File: src/rtl/apb_pkg.sv
// Shared types and defaults for the two-requester APB master.
package apb_pkg;

    localparam int APB_ADDR_W = 8;
    localparam int APB_DATA_W = 32;

    typedef enum logic [1:0] {
        IDLE   = 2'd0,
        SETUP  = 2'd1,
        ACCESS = 2'd2
    } apb_state_e;

    function automatic logic [1:0] onehot2(input logic idx);
        return idx ? 2'b10 : 2'b01;
    endfunction

endpackage

File: src/rtl/apb_rr_arbiter.sv
// Two-way round-robin grant: on contention the requester not granted last wins.
module apb_rr_arbiter
    import apb_pkg::*;
(
    input  logic [1:0] req,
    input  logic       last,
    input  logic       en,
    output logic [1:0] gnt
);

    always_comb begin
        gnt = 2'b00;
        if (en) begin
            if (req == 2'b11) begin
                gnt = onehot2(~last);
            end else begin
                gnt = req;
            end
        end
    end

endmodule

File: src/rtl/apb_arb_master.sv
// Arbitrates two command ports onto one APB master (IDLE/SETUP/ACCESS).
// Define APB_TIMEOUT_EN to add an ACCESS watchdog of TIMEOUT cycles.
module apb_arb_master
    import apb_pkg::*;
#(
    parameter int ADDR_W  = APB_ADDR_W,
    parameter int DATA_W  = APB_DATA_W,
    parameter int TIMEOUT = 16
) (
    input  logic                pclk,
    input  logic                rst,
    input  logic [1:0]          req_valid,
    input  logic [1:0]          req_write,
    input  logic [2*ADDR_W-1:0] req_addr,
    input  logic [2*DATA_W-1:0] req_wdata,
    output logic [1:0]          req_ready,
    output logic [1:0]          rsp_valid,
    output logic [DATA_W-1:0]   rsp_rdata,
    output logic                rsp_err,
    output logic                psel,
    output logic                penable,
    output logic                pwrite,
    output logic [ADDR_W-1:0]   paddr,
    output logic [DATA_W-1:0]   pwdata,
    input  logic [DATA_W-1:0]   prdata,
    input  logic                pready,
    input  logic                pslverr,
    output logic                busy
);

    apb_state_e          state_reg, state_next;
    logic                last_reg;
    logic                owner_reg;
    logic                pwrite_reg;
    logic [ADDR_W-1:0]   paddr_reg;
    logic [DATA_W-1:0]   pwdata_reg;
    logic [1:0]          rsp_valid_reg;
    logic [DATA_W-1:0]   rsp_rdata_reg;
    logic                rsp_err_reg;

    logic [1:0]          gnt;
    logic                arb_en;
    logic                accept;
    logic                gnt_idx;
    logic                done;
    logic                timed_out;

    logic [ADDR_W-1:0]   addr_slice  [2];
    logic [DATA_W-1:0]   wdata_slice [2];

    genvar gi;
    generate
        for (gi = 0; gi < 2; gi++) begin : g_slice
            assign addr_slice[gi]  = req_addr[gi*ADDR_W +: ADDR_W];
            assign wdata_slice[gi] = req_wdata[gi*DATA_W +: DATA_W];
        end
    endgenerate

    // Grants are suppressed during reset so no command is consumed by an aborted cycle.
    assign arb_en = (state_reg == IDLE) && !rst;

    apb_rr_arbiter u_arb (
        .req  (req_valid),
        .last (last_reg),
        .en   (arb_en),
        .gnt  (gnt)
    );

    assign accept    = |gnt;
    assign gnt_idx   = gnt[1];
    assign req_ready = gnt;
    assign done      = (state_reg == ACCESS) && pready;

`ifdef APB_TIMEOUT_EN
    localparam int CNT_W = $clog2(TIMEOUT + 1);
    logic [CNT_W-1:0] tmo_cnt_reg;

    always_ff @(posedge pclk) begin
        if (rst || state_reg == SETUP) begin
            tmo_cnt_reg <= '0;
        end else if (state_reg == ACCESS) begin
            tmo_cnt_reg <= tmo_cnt_reg + 1'b1;
        end
    end

    assign timed_out = (state_reg == ACCESS) && !pready && (tmo_cnt_reg == CNT_W'(TIMEOUT - 1));
`else
    // TIMEOUT only matters when the watchdog is built in.
    logic unused_timeout;
    assign unused_timeout = ^TIMEOUT;
    assign timed_out      = 1'b0;
`endif

    always_comb begin
        state_next = state_reg;
        case (state_reg)
            IDLE:    if (accept) state_next = SETUP;
            SETUP:   state_next = ACCESS;
            ACCESS:  if (done || timed_out) state_next = IDLE;
            default: state_next = IDLE;
        endcase
    end

    always_ff @(posedge pclk) begin
        if (rst) begin
            state_reg     <= IDLE;
            last_reg      <= 1'b1;
            owner_reg     <= 1'b0;
            pwrite_reg    <= 1'b0;
            paddr_reg     <= '0;
            pwdata_reg    <= '0;
            rsp_valid_reg <= 2'b00;
            rsp_rdata_reg <= '0;
            rsp_err_reg   <= 1'b0;
        end else begin
            state_reg     <= state_next;
            rsp_valid_reg <= 2'b00;
            if (accept) begin
                last_reg   <= gnt_idx;
                owner_reg  <= gnt_idx;
                pwrite_reg <= req_write[gnt_idx];
                paddr_reg  <= addr_slice[gnt_idx];
                pwdata_reg <= wdata_slice[gnt_idx];
            end
            // A timeout reports as an error with no read data.
            if (done || timed_out) begin
                rsp_valid_reg <= onehot2(owner_reg);
                rsp_rdata_reg <= (done && !pwrite_reg) ? prdata : '0;
                rsp_err_reg   <= done ? pslverr : 1'b1;
            end
        end
    end

    assign psel      = (state_reg != IDLE);
    assign penable   = (state_reg == ACCESS);
    assign busy      = (state_reg != IDLE);
    assign pwrite    = pwrite_reg;
    assign paddr     = paddr_reg;
    assign pwdata    = pwdata_reg;
    assign rsp_valid = rsp_valid_reg;
    assign rsp_rdata = rsp_rdata_reg;
    assign rsp_err   = rsp_err_reg;

endmodule
File: config.mk
export PLATFORM = sky130hd
export DESIGN_NAME = apb_arb_master
export DESIGN_NICKNAME = d
export VERILOG_FILES = /design/src/rtl/apb_pkg.sv /design/src/rtl/apb_rr_arbiter.sv /design/src/rtl/apb_arb_master.sv
export SDC_FILE = /design/constraint.sdc
export NUM_CORES = 1
export LEC_CHECK = 0
export CAP_MARGIN = 25
export CORE_ASPECT_RATIO = 0.5
export CORE_MARGIN = 2
export CORE_UTILIZATION = 42
export DETAILED_ROUTE_END_ITERATION = 8
export PLACE_DENSITY = 0.95
export SLEW_MARGIN = 20
export SYNTH_ARGS = -nofsm -noshare
export SYNTH_HDL_FRONTEND = slang
export SYNTH_SLANG_ARGS = --single-unit
File: constraint.sdc
create_clock -name pclk -period 4.8 [get_ports pclk]
set_clock_uncertainty 0.2 [all_clocks]
set_input_delay 0.72 -clock pclk [delete_from_list [all_inputs] [get_ports pclk]]
set_output_delay 0.72 -clock pclk [all_outputs]
set_load 0.05 [all_outputs]
==> results.md, run 1 <==
* Outcome: finished clean
* Max-slew violations at 0
* Max-cap violations at 0
* WL per Instance at 17.6 um
* Top-level I/O count at 201
* Kind of critical path: in2out
* Post-layout nets at 707
* Slew at the pin with the worst max-slew slack at 853 ps
* PD cells at 341 nW/um^2
* Detail Placement HPWL at 8040 um
* CTS tree: done
* Largest net degree at the start of global routing at 83
* Core Region at 8170 um^2
* Period utilization at 70.9%
* VDD IR-drop max at 0.209 mV
* Worst Path Max Fanout at 5
* Worst r2r src: state_reg[1]
* Final non-filler cell total at 703
* Die ar. at 9400 um^2
* Vias per cell at 5.72
* Htree depth at 3
* FF+latch count, synth at 80
* WP data arrival at 2480 ps
* First-pass GRT wire length at 19500 um
* Number of global-route vias before repair at 3867
* Die width at 135 um
* Clk buf depth at 2
* DR vias at 4024
* Share of layout cells above drive strength 1 at 4.57%
* Initial antenna violation count at 0
* TritonCTS buffer count at 9
* Placed Area at 5480 um^2
* Startpoint Class: primary input
* Mapped Cells at 421
* Crit end category: output port
* RSZ-0062 raised after global routing: false
* Crit. Startpoint: req_valid[1]
* Total Routing Usage GR at 25.9%
* # setup viols final at 0
* Setup repair bufs after CTS at 0
* Cell variety after synth at 26
* Setup TNS at 0 ps
* Reg-to-reg endpoint: pwdata[24]
* Worst Setup EP: req_ready[1]
* Hold Fails Final Rpt at 0
* Die Height at 69.6 um
* Gp weighted congestion at 0.853
* CP required at 3880 ps
* DP Cell Count at 687
* Overall routed net length at 12400 um
* Synth Warn # at 0
* LEAKAGE at 0.00191 uW
* Final antenna-violating net count at 0
* Worst min path class: reg2reg
* DRC violations left at 0
* Total congestion overflow at 0
* Place WS at 1420 ps
* Total iterations of the first detailed-routing run at 5
* Antenna cells at 0
* Cts repair resizes at 0
* I/O Buffers at 200
* Tmin final at 3400 ps
* Worst-Skew Late Latency at 330 ps
* Mean post-synth cell area at 8.58 um^2
* Initial DRC Count at 378
* Max Clk Rate at 294 MHz
* Netlist Area Pre-Place at 3610 um^2
* Setup slack after layout at 1400 ps
* CTS root buf: clkbuf_16
* FP Rows at 23
* Syn_nets at 541
* Clock-pin slew of the registers on the worst-case setup and hold paths at 60 ps
* Sequential share of the synthesized area at 44.4%
* R2R depth at 4
* Starting Density at 44.2%
* Synthesis-to-layout area growth at 60.5%
* Post-route cell area at 5790 um^2
* Clock sink total at 80
* Worst slew margin at 43.1%
* R2R setup slack at 2580 ps
* CTS Hold Bufs at 0
Yosys cell counts:
cell       n  area (um^2)
buf_6     13          146
o21ai_0   40          200
a21oi_1   75          375
and3b_1    1         8.76
buf_2     13         65.1
nand3_1   41          205
o21ai_1    3         15.0
nor3_1     1         5.00
a311oi_1  41          359
or2_2      1         6.26
clkbuf_1  20         75.1
a21boi_2   1         11.3
nor3_2     1         10.0
nor2_1     5         18.8
nor2b_1    1         6.26
nand2_1   36          135
or3_1      1         6.26
a21bo_2    1         10.0
mux2i_1    1         10.0
nand3b_1  33          248
buf_4      6         45.0
nor2_8     1         20.0
a211o_1    1         8.76
dfxtp_1   80         1600
nor3b_1    1         7.51
inv_1      3         11.3
per-stage QoR:
stage	utilization (%)	power, uW	hold slack [ps]
final	70.9	1980	249
after global routing	70.9	2050	263
after CTS	70.7	1990	250
after detailed placement	67.0	1280	244
after global placement	67.0	1270	237
after floorplan	-	1080	209
kinds of logic (layout without fill, tap and decap cells):
logic type      count (synthesis)  in the layout  synth area share, %
compound gates                162            162                 27.1
simple gates                  123            123                 18.7
flops                          80             80                 44.4
buf+inv                        55            225                 9.49
mux                             1              1                0.277
worst min path at each step:
| stage | cells past startpoint | to | startpoint | slack [ps] |
|---|---|---|---|---|
| floorplan | 1 | rsp_valid[0] | owner_reg | 210 |
| CTS | 2 | rsp_rdata[31] | rsp_rdata[31] | 250 |
| detailed placement | 2 | rsp_rdata[13] | rsp_rdata[13] | 240 |
| global route | 2 | rsp_rdata[20] | rsp_rdata[20] | 260 |
| finish | 2 | rsp_rdata[13] | rsp_rdata[13] | 250 |
| global placement | 2 | rsp_rdata[6] | rsp_rdata[6] | 240 |
where the power goes:
part | total [uW] | internal, uW | switching [uW] | leakage, uW
clock | 704 | 451 | 253 | 0.000149
combinational | 538 | 219 | 320 | 0.00111
sequential | 736 | 708 | 27.2 | 0.000654
critical path, cell delays in order:
cell,delay [ps]
clkdlybuf4s50_1,540
a21boi_4,210
nand2_1,90
inv_1,110
clkdlybuf4s50_1,810
cell type report:
cell class | instances | area, um^2
clock buffers | 11 | 233
inverters | 3 | 11.3
well taps | 112 | 140
multi-input cells | 286 | 1680
fillers | 623 | 2380
repair buffers | 207 | 2060
clock inverters | 4 | 70.1
flip-flops and latches | 80 | 1600
placed cells by master, fill, tap and decap left out, drive strengths merged, types with 6 or more instances in the layout:
cell,n
a21oi,75
a311oi,41
buf,8
clkbuf,11
clkdlybuf4s50,199
dfxtp,80
nand2,36
nand3,41
nand3b,33
nor2,6
o21ai,43
metal layers:
metal / vias to the layer above / part of all wire [%] / track usage, %
met5: - / 0 / 0
met4: 0 / 4.4 / 14.9
met3: 48 / 7.3 / 7.16
met2: 197 / 49 / 43.4
met1: 1902 / 39 / 29.7
li1: 1877 / - / -
Note: power is estimated with default switching activity, not from simulation.
==> inputs of run 2 (changes only) <==
Settings changed: CORE_UTILIZATION 42 to 39, PLACE_DENSITY 0.95 to 0.91.
Clock period 4.8 ns to 3.5 ns, I/O delays scaled along.
==> results.md, run 2 (synthesized netlist as in run 1, its figures left out) <==
* Outcome: finished with violations
* Failing checks: DRC
* Tmin final at 2690 ps
* Max-slew violations at 0
* Share of layout cells above drive strength 1 at 5.06%
* Clock-pin slew of the registers on the worst-case setup and hold paths at 60 ps
* PD cells at 459 nW/um^2
* Max-cap violations at 0
* Post-layout nets at 709
* Die ar. at 10100 um^2
* Die width at 140 um
* Setup TNS at 0 ps
* LEAKAGE at 0.00192 uW
* Final antenna-violating net count at 0
* Slew at the pin with the worst max-slew slack at 819 ps
* Commonest non-fill, non-tap cell in the layout: clkdlybuf4s50_1
* RSZ-0062 raised after global routing: false
* Worst-Skew Late Latency at 320 ps
* Grt met3 use at 4.75%
* Antenna cells at 0
* Synthesis-to-layout area growth at 60.6%
* Setup repair bufs after CTS at 0
* Cts repair resizes at 0
* Reg area at 1600 um^2
* WL per Instance at 17.5 um
* CTS tree: done
* Startpoint Class: primary input
* VDD IR-drop max at 0.264 mV
* DR vias at 4051
* Global Route met2 Usage at 44.1%
* TritonCTS buffer count at 9
* Most used routing layer: met2
* Core Region at 8860 um^2
* Most frequent cells in the layout: clkdlybuf4s50_1 (197), dfxtp_1 (80), a21oi_1 (75)
* Total power at 2660 uW
* CP required at 2770 ps
* Worst Path Max Fanout at 20
* Hold Fails Final Rpt at 0
* WP buf/inv at 4
* Area of the multi-input gates at 1680 um^2
* CTS root buf: clkbuf_16
* Crit path largest cell delay at 560 ps
* Die Height at 72.0 um
* Filler cells at 732
* Initial antenna violation count at 0
* Total Routing Usage GR at 23.5%
* Total congestion overflow at 0
* # setup viols final at 0
* Starting Density at 40.8%
* Routing usage on met1 at 26.6%
* Total iterations of the first detailed-routing run at 9
* CP delay by family, top: buffers and inverters
* I/O Buffers at 200
* Clock sink total at 80
* Largest net degree at the start of global routing at 83
* CP max stage cell: clkdlybuf4s50_1
* Worst slew margin at 45.4%
* Overall routed net length at 12400 um
* DP Cell Count at 695
* Detail Placement HPWL at 8110 um
* WP data arrival at 1960 ps
* Gp weighted congestion at 0.820
* Clk buf depth at 2
* Final non-filler cell total at 710
* Number of global-route vias before repair at 3828
* Vias per cell at 5.71
* DRC violations left at 10
* Initial DRC Count at 460
* Crit end category: output port
* CTS Hold Bufs at 0
* Top-level I/O count at 201
* First-pass GRT wire length at 19200 um
* FP Rows at 24
* Period utilization at 76.8%
* Sequence of cells on the critical path: clkdlybuf4s50_1 > a21boi_4 > buf_4 > nand2_1 > inv_1 > buf_12
* Worst min path class: reg2reg
* Htree depth at 3
* Kind of critical path: in2out
* Max Clk Rate at 372 MHz
-- run 2: report_power, final --
group | switching, uW | leakage, uW | internal, uW
clock network | 343 | 0.000139 | 567
registers | 37.6 | 0.000654 | 972
logic | 443 | 0.00112 | 302
total | 824 | 0.00192 | 1840
-- run 2: final timing paths --
| path | to | slack, ps | start | depth (start not counted) |
|---|---|---|---|---|
| hold reg to reg | rsp_rdata[4] | 250 | rsp_rdata[4] | 2 |
| setup / recovery | req_ready[1] | 810 | req_valid[1] | 6 |
| setup reg to reg | paddr[6] | 1220 | state_reg[1] | 3 |
| hold / removal | rsp_rdata[4] | 250 | rsp_rdata[4] | 2 |
-- run 2: cell type report --
type | count | share of cell area [%]
Sequential cell | 80 | 27.6
Timing Repair Buffer | 209 | 35.7
Clock inverter | 3 | 0.733
Tap cell | 117 | 2.52
Multi-Input combinational cell | 286 | 29.0
Clock buffer | 12 | 4.25
Inverter | 3 | 0.194
-- run 2: metrics by stage --
stage | hold WS [ps] | util (%) | cell area (um^2) | worst slack [ps]
4_1_cts | 251 | 65.5 | 5800 | 830
5_1_grt | 274 | 65.5 | 5800 | 767
2_1_floorplan | 209 | - | 3610 | 848
3_3_place_gp | 237 | 62.2 | 5510 | 929
3_5_place_dp | 244 | 62.2 | 5510 | 883
6_report | 246 | 65.5 | 5800 | 813
-- run 2: worst reg2reg max path: stages (launching register included) --
cell	delay [ps]
dfxtp_1	380
or3_1	710
nor2_8	610
a311oi_1	210
-- run 2: routing by layer --
metal  vias to the layer above  wire, um
met5                         -         0
met2                       201      6360
li1                       1885         -
met1                      1931      4830
met3                        34       837
met4                         0       380
==> inputs of run 3 (changes only) <==
Clock period 3.5 ns to 2.7 ns, I/O delays scaled along.
==> results.md, run 3 (synthesized netlist as in run 1, its figures left out) <==
* VDD IR-drop max at 0.380 mV
* Die width at 140 um
* Period utilization at 90.6%
* Util after Layout at 66.4%
* Clock-pin slew of the registers on the worst-case setup and hold paths at 60 ps
* Max-cap violations at 0
* CTS root buf: clkbuf_16
* CP delay by family, top: buffers and inverters
* Antenna cells at 0
* Crit path largest cell delay at 810 ps
* Worst-Skew Late Latency at 330 ps
* Total iterations of the first detailed-routing run at 7
* Hold Slack at 249 ps
* Setup TNS at 0 ps
* Sw Ratio at 31.2%
* Detail Placement HPWL at 8470 um
* Clock share of power at 35.0%
* Hold Fails Final Rpt at 0
* I/O Buffers at 200
* Starting Density at 40.8%
* CP max stage cell: clkdlybuf4s50_1
* Cts repair resizes at 0
* DRC violations left at 10
* Total Routing Usage GR at 24.1%
* Comb power frac at 27.9%
* Sequence of cells on the critical path: nor2_1 > inv_1 > clkdlybuf4s50_1
* PD cells at 599 nW/um^2
* Worst min path class: reg2reg
* Post-layout nets at 714
* Slew at the pin with the worst max-slew slack at 849 ps
* TritonCTS buffer count at 9
* Kind of critical path: reg2out
* Die ar. at 10100 um^2
* Initial DRC Count at 336
* Final antenna-violating net count at 0
* Worst Path Max Fanout at 7
* CTS Hold Bufs at 0
* Core Region at 8860 um^2
* Total congestion overflow at 0
* WP buf/inv at 2
* Clk buf depth at 2
* Tmin final at 2450 ps
* Startpoint Class: flop
* CP required at 2100 ps
* FP Rows at 24
* Commonest non-fill, non-tap cell in the layout: clkdlybuf4s50_1
* WL per Instance at 17.7 um
* WP data arrival at 1840 ps
* Htree depth at 3
* Top-level I/O count at 201
* Synthesis-to-layout area growth at 62.8%
* Setup repair bufs after CTS at 0
* Psw at 1100 uW
* Largest net degree at the start of global routing at 80
* Max Clk Rate at 409 MHz
* Most frequent cells in the layout: clkdlybuf4s50_1 (196), dfxtp_1 (80), a21oi_1 (75)
* Filler cells at 709
* Place WS at 304 ps
* Max-slew violations at 0
* Failing checks: DRC
* # setup viols final at 0
* Gp weighted congestion at 0.797
* Number of global-route vias before repair at 3966
* Vias per cell at 5.66
* Die Height at 72.0 um
* RSZ-0062 raised after global routing: false
* CTS tree: done
* Initial antenna violation count at 0
* LEAKAGE at 0.00196 uW
* First-pass GRT wire length at 19500 um
* Outcome: finished with violations
* Clock sink total at 80
* DR vias at 4050
* Design internal power at 2420 uW
* Share of layout cells above drive strength 1 at 6.51%
* Worst slew margin at 43.4%
* Crit end category: output port
* Setup slack after layout at 254 ps
* Overall routed net length at 12700 um
* Seq pwr share at 37.1%
## run 3: worst paths after layout
| kind | startpoint | end | slack, ps | cells after the start |
|---|---|---|---|---|
| max reg2reg | state_reg[1] | pwdata[1] | 640 | 3 |
| min | rsp_rdata[13] | rsp_rdata[13] | 250 | 2 |
| max | state_reg[1] | psel | 250 | 3 |
| min reg2reg | rsp_rdata[13] | rsp_rdata[13] | 250 | 2 |
## run 3: through the flow
stage / instances / area, um^2 / power, uW
global placement: 700 / 5570 / 2280
floorplan: 421 / 3610 / 1920
detailed placement: 700 / 5570 / 2300
CTS: 716 / 5880 / 3550
finish: 716 / 5880 / 3520
global route: 716 / 5880 / 3660
## run 3: final cells by class
class	count	area, um^2	share of cell area (%)
flip-flops and latches	80	1600	27.2
multi-input cells	286	1680	28.6
repair buffers	214	2130	36.3
clock buffers	11	253	4.30
well taps	117	146	2.49
clock inverters	5	55.1	0.936
inverters	3	11.3	0.192
## run 3: routing by layer
| layer | up-vias | wire length [um] | global-route usage [%] |
|---|---|---|---|
| met5 | - | 0 | 0 |
| met4 | 0 | 523 | 14.1 |
| met3 | 44 | 753 | 4.95 |
| met1 | 1936 | 4990 | 26.9 |
| met2 | 181 | 6380 | 43.9 |
| li1 | 1889 | - | - |
## run 3: worst reg2reg max path, stage by stage (launching register included)
cell and delay, ps:
dfxtp_1 390, or3_1 540, nor2_8 530, a311oi_1 240
## run 3: power groups by stage
stage	Combinational, uW	Sequential [uW]	Clock [uW]
final	982	1310	1230
after global routing	1030	1320	1310
after CTS	977	1310	1270
after detailed placement	970	1330	0
after global placement	953	1330	0
after floorplan	347	1580	0
